===== config.mk =====
export PLATFORM = sky130hd
export DESIGN_NAME = addsub_signed_serial_flat
export DESIGN_NICKNAME = d
export VERILOG_FILES = /design/src/rtl/addsub_signed_serial_if.sv /design/src/rtl/addsub_signed_serial.sv /design/src/flat_wrapper.sv
export SDC_FILE = /design/constraint.sdc
export NUM_CORES = 1
export LEC_CHECK = 0
export CAP_MARGIN = 15
export CORE_MARGIN = 8
export CORE_UTILIZATION = 40
export CTS_BUF_LIST = sky130_fd_sc_hd__clkbuf_4 sky130_fd_sc_hd__clkbuf_8 sky130_fd_sc_hd__clkbuf_16
export DETAILED_ROUTE_END_ITERATION = 10
export HOLD_SLACK_MARGIN = 0.06
export PLACE_DENSITY = 0.67
export SKIP_LAST_GASP = 1
export SLEW_MARGIN = 0
export SYNTH_ARGS = -nofsm -noshare
export SYNTH_HDL_FRONTEND = slang
export SYNTH_SLANG_ARGS = --single-unit

===== constraint.sdc =====
create_clock -name clk -period 4.1 [get_ports clk]
set_input_delay 0.41 -clock clk [delete_from_list [all_inputs] [get_ports clk]]
set_output_delay 0.41 -clock clk [all_outputs]
set_load 0.01 [all_outputs]

===== src/rtl/addsub_signed_serial_if.sv =====
// Request/response bundle for the digit-serial signed adder/subtractor.
// Handshake: start is sampled only while busy = 0; done pulses once, in the cycle result/cout/overflow change.
interface addsub_signed_serial_if #(
    parameter int WIDTH = 8
);
    logic             start;
    logic [WIDTH-1:0] x;
    logic [WIDTH-1:0] y;
    logic             control;
    logic             sat_en;
    logic             busy;
    logic             done;
    logic [WIDTH-1:0] result;
    logic             cout;
    logic             overflow;
    logic             state_dbg;

    modport master (
        output start, x, y, control, sat_en,
        input  busy, done, result, cout, overflow, state_dbg
    );

    modport slave (
        input  start, x, y, control, sat_en,
        output busy, done, result, cout, overflow, state_dbg
    );
endinterface


===== src/rtl/addsub_signed_serial.sv =====
// Digit-serial signed adder/subtractor: DIGIT bits per clock, LSB digit first.
// Computes x + (y ^ {WIDTH{control}}) + control with raw cout/overflow and optional saturation.
module addsub_signed_serial #(
    parameter int WIDTH = 8,
    parameter int DIGIT = 2
) (
    input logic                  clk,
    input logic                  rst_n,
    addsub_signed_serial_if.slave bus
);
    localparam int NDIG = WIDTH / DIGIT;
    localparam int CW   = (NDIG > 1) ? $clog2(NDIG) : 1;

    typedef enum logic {
        IDLE = 1'b0,
        RUN  = 1'b1
    } state_t;

    state_t           state;
    logic [WIDTH-1:0] xr;
    logic [WIDTH-1:0] yr;
    logic [WIDTH-1:0] acc;
    logic [CW-1:0]    cnt;
    logic             carry;
    logic             sat_r;
    logic             x_msb;
    logic             busy_r;
    logic             done_r;
    logic [WIDTH-1:0] result_r;
    logic             cout_r;
    logic             overflow_r;

    logic [DIGIT-1:0] xd;
    logic [DIGIT-1:0] yd;
    logic [DIGIT:0]   dsum;
    logic [WIDTH-1:0] acc_next;
    logic             c_msb;
    logic             ovf_next;
    logic [WIDTH-1:0] sat_val;

    // Operands shift right each cycle so the active digit is always at bit 0;
    // sum digits enter the accumulator from the top.
    always_comb begin
        xd       = xr[DIGIT-1:0];
        yd       = yr[DIGIT-1:0];
        dsum     = {1'b0, xd} + {1'b0, yd} + {{DIGIT{1'b0}}, carry};
        acc_next = acc >> DIGIT;
        acc_next[WIDTH-1 -: DIGIT] = dsum[DIGIT-1:0];
        c_msb    = xd[DIGIT-1] ^ yd[DIGIT-1] ^ dsum[DIGIT-1];
        ovf_next = c_msb ^ dsum[DIGIT];
        sat_val  = x_msb ? {1'b1, {(WIDTH-1){1'b0}}} : {1'b0, {(WIDTH-1){1'b1}}};
    end

    always_ff @(posedge clk or negedge rst_n) begin
        if (!rst_n) begin
            state      <= IDLE;
            xr         <= '0;
            yr         <= '0;
            acc        <= '0;
            cnt        <= '0;
            carry      <= 1'b0;
            sat_r      <= 1'b0;
            x_msb      <= 1'b0;
            busy_r     <= 1'b0;
            done_r     <= 1'b0;
            result_r   <= '0;
            cout_r     <= 1'b0;
            overflow_r <= 1'b0;
        end else begin
            done_r <= 1'b0;
            case (state)
                IDLE: begin
                    if (bus.start) begin
                        xr     <= bus.x;
                        yr     <= bus.y ^ {WIDTH{bus.control}};
                        carry  <= bus.control;
                        sat_r  <= bus.sat_en;
                        x_msb  <= bus.x[WIDTH-1];
                        cnt    <= '0;
                        acc    <= '0;
                        busy_r <= 1'b1;
                        state  <= RUN;
                    end
                end
                RUN: begin
                    xr    <= xr >> DIGIT;
                    yr    <= yr >> DIGIT;
                    acc   <= acc_next;
                    carry <= dsum[DIGIT];
                    cnt   <= cnt + 1'b1;
                    if (cnt == CW'(NDIG - 1)) begin
                        cout_r     <= dsum[DIGIT];
                        overflow_r <= ovf_next;
                        result_r   <= (sat_r && ovf_next) ? sat_val : acc_next;
                        busy_r     <= 1'b0;
                        done_r     <= 1'b1;
                        state      <= IDLE;
                    end
                end
                default: state <= IDLE;
            endcase
        end
    end

    assign bus.busy      = busy_r;
    assign bus.done      = done_r;
    assign bus.result    = result_r;
    assign bus.cout      = cout_r;
    assign bus.overflow  = overflow_r;
    assign bus.state_dbg = (state == RUN);
endmodule


===== src/flat_wrapper.sv =====
// flat-port wrapper written by rule: the top's interface ports become plain ports
module addsub_signed_serial_flat 
#(
    parameter int WIDTH = 8,
    parameter int DIGIT = 2
)
  (clk, rst_n, bus_start, bus_x, bus_y, bus_control, bus_sat_en, bus_busy, bus_done, bus_result, bus_cout, bus_overflow, bus_state_dbg);
  addsub_signed_serial_if #(.WIDTH(WIDTH)) bus_i ();
  input logic clk;
  input logic rst_n;
  input wire logic [$bits(bus_i.start)-1:0] bus_start;
  input wire logic [$bits(bus_i.x)-1:0] bus_x;
  input wire logic [$bits(bus_i.y)-1:0] bus_y;
  input wire logic [$bits(bus_i.control)-1:0] bus_control;
  input wire logic [$bits(bus_i.sat_en)-1:0] bus_sat_en;
  output wire logic [$bits(bus_i.busy)-1:0] bus_busy;
  output wire logic [$bits(bus_i.done)-1:0] bus_done;
  output wire logic [$bits(bus_i.result)-1:0] bus_result;
  output wire logic [$bits(bus_i.cout)-1:0] bus_cout;
  output wire logic [$bits(bus_i.overflow)-1:0] bus_overflow;
  output wire logic [$bits(bus_i.state_dbg)-1:0] bus_state_dbg;
  assign bus_i.start = bus_start;
  assign bus_i.x = bus_x;
  assign bus_i.y = bus_y;
  assign bus_i.control = bus_control;
  assign bus_i.sat_en = bus_sat_en;
  assign bus_busy = bus_i.busy;
  assign bus_done = bus_i.done;
  assign bus_result = bus_i.result;
  assign bus_cout = bus_i.cout;
  assign bus_overflow = bus_i.overflow;
  assign bus_state_dbg = bus_i.state_dbg;
  addsub_signed_serial #(.WIDTH(WIDTH), .DIGIT(DIGIT)) u_core (.clk(clk), .rst_n(rst_n), .bus(bus_i));
endmodule

After elaboration in Yosys (flattened, before gate mapping)
Index checks and enable logic that the tools add are counted.

cells by class
  shifts and indexed selects = 0
  mux-type cells = 20
  reduce and logical (&&, ||, !) cells = 4
  multipliers = 0
  div/mod/pow operators = 0
  $add $sub $neg = 3
  bitwise gates (word level) = 5
  $lt $le $gt $ge = 0
  eq/ne operators = 3

operators with widths
  cell                                                           count
  8-bit one-hot mux with 2 select lines                          3
  8-bit two-way mux                                              5
  8-bit bitwise XOR                                              1
  1-bit two-way mux                                              7
  1-bit one-hot mux with 2 select lines                          3
  2-bit AND reduction                                            3
  2-bit != test, second input constant                           2
  2-bit one-hot mux with 2 select lines                          1
  2-bit by 2-bit adder with 3-bit output                         1
  3-bit by 1-bit adder with 3-bit output                         1
  1-bit bitwise XOR                                              3
  2-bit by 1-bit adder with 2-bit output, second input constant  1
  2-bit == test, second input constant                           1
  2-bit two-way mux                                              1
  1-bit logical AND                                              1
  1-bit NOT                                                      1

word-level totals
  bits in registers = 42
  memory bits (writable) = 0
  output and inout port bits = 13
  memories = 0
  bits in latches = 0
  input port bits = 21
  ROM bits = 0
  word-level logic and storage cells = 48

Longest topological paths before layout
Gate-level depths: netlist of the first run.

  depth in word-level cells = 6
  mapped depth = 5
  mapped depth without buffers = 5

Worst setup path before layout of the first run
OpenSTA, ideal clock, no wires.

  path kind = reg2reg
  start = register u_core.carry
  end = register u_core.result_r[7] (netlist: u_core.bus.result[7])
  stages on the path, launching flop included = 6
  buffers on the path = 0
  setup time = 121 ps
  setup slack = 1702 ps
  required time = 3979 ps
  arrival = 2277 ps
  cells stage by stage = dfrtp_1 -> fa_1 -> fa_1 -> xor3_2 -> a31o_4 -> o22a_1

between the ends
  cells in the longest elaborated chain, start to end = 5

RTL lines
  item                                      line                        source
  start, declared                           addsub_signed_serial.sv:24  logic carry;
  start signal, assigned                    addsub_signed_serial.sv:76  carry <= bus.control;
  start signal, assigned                    addsub_signed_serial.sv:89  carry <= dsum[DIGIT];
  3-bit by 1-bit adder with 3-bit output *  addsub_signed_serial.sv:46  dsum = {1'b0, xd} + {1'b0, yd} + {{DIGIT{1'b0}}, carry};
  1-bit bitwise XOR                         addsub_signed_serial.sv:49  c_msb = xd[DIGIT-1] ^ yd[DIGIT-1] ^ dsum[DIGIT-1];
  1-bit bitwise XOR                         addsub_signed_serial.sv:50  ovf_next = c_msb ^ dsum[DIGIT];
  1-bit logical AND                         addsub_signed_serial.sv:94  result_r <= (sat_r && ovf_next) ? sat_val : acc_next;
  8-bit two-way mux *                       addsub_signed_serial.sv:94
  end signal, assigned                      addsub_signed_serial.sv:94
  end, declared                             addsub_signed_serial.sv:29  logic [WIDTH-1:0] result_r;

Every way passes the cells marked *; elsewhere a longest branch is shown, timed or not.
A chain may end at the register's enable or synchronous reset.

Worst setup path after layout of the first run
Ends and elaborated chain as after synthesis.

==> results of run 1 <==
[cell usage after synthesis, drive strengths merged]
master   n  share of area
a211oi   2         0.0082
a21boi   1         0.0041
a21oi    7          0.019
a22o     1         0.0048
a31o     1         0.0096
buf      3         0.0082
clkbuf   7          0.014
dfrtp   40           0.55
fa       2          0.022
ha       2          0.014
inv      2         0.0041
mux2     4          0.025
mux2i   16          0.088
nand2   27          0.056
nand2b   7          0.024
nor2     7          0.014
nor2b    1         0.0034
o21ai   26          0.071
o22a     1         0.0048
o22ai    1         0.0034
xnor2    2         0.0096
xor2     6          0.029
xor3     1          0.014
[worst register-to-register path, cell delays in order (launching register included)]
cell and delay, ns:
dfrtp_1 0.40, fa_1 0.45, fa_1 0.53, xor3_2 0.54, a31o_4 0.31, o22a_1 0.17
[logic make-up after synthesis]
group                    after synthesis  synth area share
adder cells (fa/ha/maj)                4            0.0357
AO/OA/AOI/OAI                         40             0.126
flip-flops                            40             0.549
XOR/XNOR                               9            0.0522
AND/OR/NAND/NOR                       42            0.0975
buffers and inverters                 12            0.0268
multiplexers                          20             0.113
[metal layers]
metal / part of all wire / GRT usage
met1: 0.47 / 0.142
met2: 0.46 / 0.168
met3: 0.063 / 0.0449
met4: 0.0019 / 0.0188
met5: 0 / 0
[flip-flops by register name, summed over array words and instances, names as in the netlist]
signal,flops
u_core.bus.result,8
u_core.xr,8
u_core.yr,8
u_core.acc,6
u_core.cnt,2
u_core.bus.busy,1
u_core.bus.cout,1
u_core.bus.done,1
u_core.bus.overflow,1
u_core.bus.state_dbg,1
u_core.carry,1
u_core.sat_r,1
u_core.x_msb,1
[power groups by stage]
stage          clock network, W  registers (W)  logic (W)
3_3_place_gp                  0       0.000682   0.000670
4_1_cts                0.000282       0.000688   0.000693
3_5_place_dp                  0       0.000696   0.000692
2_1_floorplan                 0       0.000668   0.000458
6_report               0.000273       0.000685   0.000681
5_1_grt                0.000297       0.000715   0.000782
[final cells by class]
cell class	instances	area (sq um)	area share
Multi-Input combinational cell	115	772	0.338
Tap cell	52	65.1	0.0285
Timing Repair Buffer	35	340	0.149
Clock buffer	7	96.3	0.0422
Sequential cell	40	1000	0.439
Inverter	2	7.51	0.00329
[how the worst min path moves through the flow]
| stage | endpoint | from |
|---|---|---|
| finish | u_core.bus.result[6] | rst_n |
| detailed placement | u_core.yr[5] | u_core.yr[7] |
| global placement | u_core.yr[1] | u_core.yr[3] |
| CTS | u_core.bus.result[6] | rst_n |
| floorplan | u_core.acc[2] | rst_n |
| global route | u_core.bus.result[2] | rst_n |
[stage by stage]
step                      instance area, sq um  utilization  instances
after floorplan                           1820            -        167
after global placement                    2190        0.499        244
after detailed placement                  2190        0.499        244
after CTS                                 2280        0.521        251
after global routing                      2280        0.521        251
final                                     2280        0.521        251
==> run_results.csv, run 1 <==
group,metric,value,unit
synthesis,synth_warnings,0,
sta,setup_viol,0,
global_route,track_usage,0.109,
sta,rsz0062_at_grt,"no",
routing,drtPass1Iterations,6,
setup_path,cp.depth,5,
global_route,antenna_found_initial,0,
placed_design,dp_hpwl,2.70,mm
setup_path,crit_path_start,"u_core.carry",
floorplan,num_rows,24,
global_route,first_global_vias,1323,
power,combinationalPowerShare,0.416,
final_layout,syn_to_final_growth,25.3,%
floorplan,core,4380,sq um
clock_network,cts_tree,"done",
synthesis,synth_fp_nets,192,
global_route,grt-ovfl-total,0,
sta,clock_skew,0.00831,ns
final_layout,filler_cell_count,384,
power,power.leakage,1.04,nW
setup_path,slowest_stage,"xor3_2",
run,max-cap-violations,0,
setup_path,startpoint_type,"flop",
clock_network,post_cts.repair.setup_buffers,0,
floorplan,pin_count,34,
power,finalPower,0.00164,W
final_layout,final_common_cell,"dfrtp_1",
global_route,grt_pass1_wl,6.41,mm
clock_network,holdBufCountCts,0,
power,clock_power_share,0.167,
sta,period_needed,2.50,ns
setup_path,endpoint_kind,"flop",
clock_network,numCtsBuffers,5,
power,swShare,0.354,
floorplan,die-area,6970,sq um
placed_design,place_ws,1.59,ns
clock_network,root_buffer,"clkbuf_8",
clock_network,cts_resized,0,
routing,vias,1291,
setup_path,r2r_cells,5,
floorplan,die-height,83.5,um
power,power_switching,0.000580,W
setup_path,crit_chain,"fa_1 -> fa_1 -> xor3_2 -> a31o_4 -> o22a_1",
clock_network,clockBufferDepth,2,
sta,whs,0.235,ns
setup_path,path_delay_family,"adder cells",
routing,wl,3.61,mm
synthesis,ys_seq_area_frac,0.549,
setup_path,cp.arrival,2.67,ns
setup_path,worst-path-buf-inv,0,
sta,max_freq,0.400,GHz
power,power.density,718,nW/um^2
final_layout,final_cell_mix,"dfrtp_1, clkdlybuf4s50_1, nand2_1, o21ai_0, mux2i_1",
synthesis,syn_avg_cell_area,10.9,sq um
routing,ant_nets,0,
hold_path,holdCritPathClass,"in2async",
setup_path,slowest_delay,0.54,ns
sta,fin_tns_setup,0,ns
clock_network,cts-htree-levels,2,
power,peakVddDrop,0.247,mV
routing,viasPerCell,5.14,
setup_path,cp-endpoint,"u_core.bus.result[7]",
setup_path,cp_max_fo,10,
setup_path,rrSetupSlack,1.60,ns
synthesis,synthCells,167,
sta,hold_viol,0,
setup_path,crit_type,"reg2reg",
sta,drv_slew,0,
global_route,grt_max_degree,41,
setup_path,r2r_start,"u_core.carry",
final_layout,nNetsFinal,224,
power,intPower,0.00106,W
setup_path,critPathRequiredTime,4.28,ns
sta,tightest_slew,0.855,ns
setup_path,rr_endpoint,"u_core.bus.result[7]",
clock_network,clk_latency,0.28,ns
power,seqPwrFrac,0.418,
clock_network,cts.sinks,40,
final_layout,drive_above_1_share,0.0804,
sta,fin_ws,1.60,ns
setup_path,cp_common_cell,"fa_1",
sta,period_share,0.609,
synthesis,ys_ff_latch,40,
floorplan,die_w,83.5,um
final_layout,antennaDiodeCount,0,
placed_design,io_buffer_count,33,
routing,wl_per_cell,14.4,um
run_status,status,"completed",
synthesis,ys_types,23,
synthesis,syn_area,1820,sq um
placed_design,place.gp.congestion,0.709,
clock_network,path_clk_slew,0.07,ns
floorplan,initial_core_util,0.416,
routing,drcViolationCount,0,
sta,relSlewSlack,0.430,
routing,drt_iter0_markers,72,
Note: power is estimated with default switching activity, not from simulation.
==> run 2, diff against run 1 <==
==> constraint.sdc (replaced) <==
create_clock -name clk -period 2.32 [get_ports clk]
set_input_delay 0.232 -clock clk [delete_from_list [all_inputs] [get_ports clk]]
set_output_delay 0.232 -clock clk [all_outputs]
set_load 0.01 [all_outputs]
==> run_results.csv, run 2 (synthesized netlist as in run 1, its figures left out) <==
group,metric,value,unit
routing,drtPass1Iterations,4,
clock_network,clockBufferDepth,2,
final_layout,multi_input_area,774,sq um
clock_network,post_cts.repair.setup_buffers,0,
hold_path,holdCritPathClass,"in2async",
final_layout,final_cell_mix,"dfrtp_1, clkdlybuf4s50_1, nand2_1, o21ai_0, mux2i_1",
clock_network,path_clk_slew,0.08,ns
sta,setup_viol,0,
global_route,antenna_found_initial,0,
floorplan,die-height,83.5,um
power,combinationalPowerShare,0.399,
power,seqPwrFrac,0.364,
placed_design,dp_hpwl,2.68,mm
power,power.leakage,1.07,nW
sta,period_share,0.975,
final_layout,antennaDiodeCount,0,
setup_path,cp.depth,5,
setup_path,crit_type,"reg2reg",
final_layout,drive_above_1_share,0.0990,
setup_path,r2r_start,"u_core.carry",
final_layout,final_common_cell,"dfrtp_1",
clock_network,root_buffer,"clkbuf_8",
sta,whs,0.0627,ns
final_layout,nNetsFinal,226,
routing,vias,1276,
routing,wl,3.68,mm
power,swShare,0.329,
floorplan,pin_count,34,
clock_network,holdBufCountCts,0,
sta,drv_slew,0,
setup_path,critPathRequiredTime,2.50,ns
clock_network,cts-htree-levels,2,
routing,viasPerCell,5.02,
routing,drt_iter0_markers,91,
final_layout,register_area,1000,sq um
sta,clock_skew,0.00461,ns
final_layout,design_area,2360,sq um
setup_path,worst-path-buf-inv,0,
sta,hold_viol,0,
global_route,track_usage,0.111,
setup_path,cp_max_fo,8,
sta,fin_tns_setup,0,ns
routing,drcViolationCount,0,
routing,wl_per_cell,14.5,um
sta,rsz0062_at_grt,"no",
setup_path,cp.arrival,2.44,ns
setup_path,startpoint_type,"flop",
placed_design,placed_cell_area,2200,sq um
power,intPower,0.00220,W
clock_network,cts_tree,"done",
placed_design,place_ws,0.0554,ns
clock_network,numCtsBuffers,5,
global_route,grt-ovfl-total,0,
setup_path,crit_chain,"fa_1 -> fa_2 -> xor3_2 -> a31o_4 -> o22a_1",
floorplan,num_rows,24,
power,finalPower,0.00328,W
sta,max_freq,0.442,GHz
floorplan,die_w,83.5,um
run,max-cap-violations,0,
placed_design,io_buffer_count,33,
power,power_switching,0.00108,W
power,clock_power_share,0.237,
global_route,first_global_vias,1375,
global_route,grt_pass1_wl,6.49,mm
floorplan,die-area,6970,sq um
floorplan,core,4380,sq um
placed_design,place.gp.congestion,0.780,
setup_path,slowest_delay,0.57,ns
setup_path,endpoint_kind,"flop",
final_layout,filler_cell_count,378,
setup_path,r2r_cells,5,
clock_network,clk_latency,0.29,ns
clock_network,cts.sinks,40,
power,power.density,1390,nW/um^2
setup_path,crit_path_start,"u_core.carry",
sta,tightest_slew,0.887,ns
setup_path,slowest_stage,"fa_2",
final_layout,syn_to_final_growth,29.7,%
sta,fin_ws,0.0573,ns
setup_path,cp-endpoint,"u_core.bus.result[7]",
power,peakVddDrop,0.604,mV
setup_path,rr_endpoint,"u_core.bus.result[7]",
setup_path,path_delay_family,"adder cells",
setup_path,rrSetupSlack,0.06,ns
floorplan,initial_core_util,0.416,
run_status,status,"completed",
global_route,grt_max_degree,41,
sta,relSlewSlack,0.409,
routing,ant_nets,0,
clock_network,cts_resized,0,
sta,period_needed,2.26,ns
-- run 2: per-layer routing --
| metal | up-vias | part of all wire | GRT usage |
|---|---|---|---|
| li1 | 630 | - | - |
| met3 | 2 | 0.058 | 0.0459 |
| met2 | 33 | 0.48 | 0.179 |
| met1 | 611 | 0.46 | 0.133 |
| met5 | - | 0 | 0 |
| met4 | 0 | 0.0024 | 0.0314 |
-- run 2: how the worst min path moves through the flow --
stage	cells past startpoint	slack (ns)	end
2_1_floorplan	0	-0.06	u_core.acc[2]
3_3_place_gp	1	0.39	u_core.bus.result[4]
3_5_place_dp	1	0.40	u_core.bus.result[6]
4_1_cts	1	0.09	u_core.bus.result[1]
5_1_grt	1	0.13	u_core.acc[7]
6_report	1	0.06	u_core.yr[1]
-- run 2: power groups by stage --
| stage | Combinational [W] | Clock (W) | Sequential [W] |
|---|---|---|---|
| after floorplan | 0.000802 | 0 | 0.00118 |
| after global placement | 0.00126 | 0 | 0.00119 |
| after detailed placement | 0.00130 | 0 | 0.00121 |
| after CTS | 0.00131 | 0.000791 | 0.00120 |
| after global routing | 0.00147 | 0.000831 | 0.00123 |
| final | 0.00131 | 0.000778 | 0.00119 |
-- run 2: area by class of cell --
class	instances	share of cell area
clock buffers	5	0.0291
well taps	52	0.0275
multi-input cells	115	0.328
inverters	2	0.00318
clock inverters	3	0.0381
flip-flops and latches	40	0.424
repair buffers	37	0.150
-- run 2: per-stage QoR --
stage | util | cells
final | 0.539 | 254
after global routing | 0.539 | 254
after CTS | 0.538 | 254
after detailed placement | 0.502 | 246
after global placement | 0.502 | 246
after floorplan | - | 167
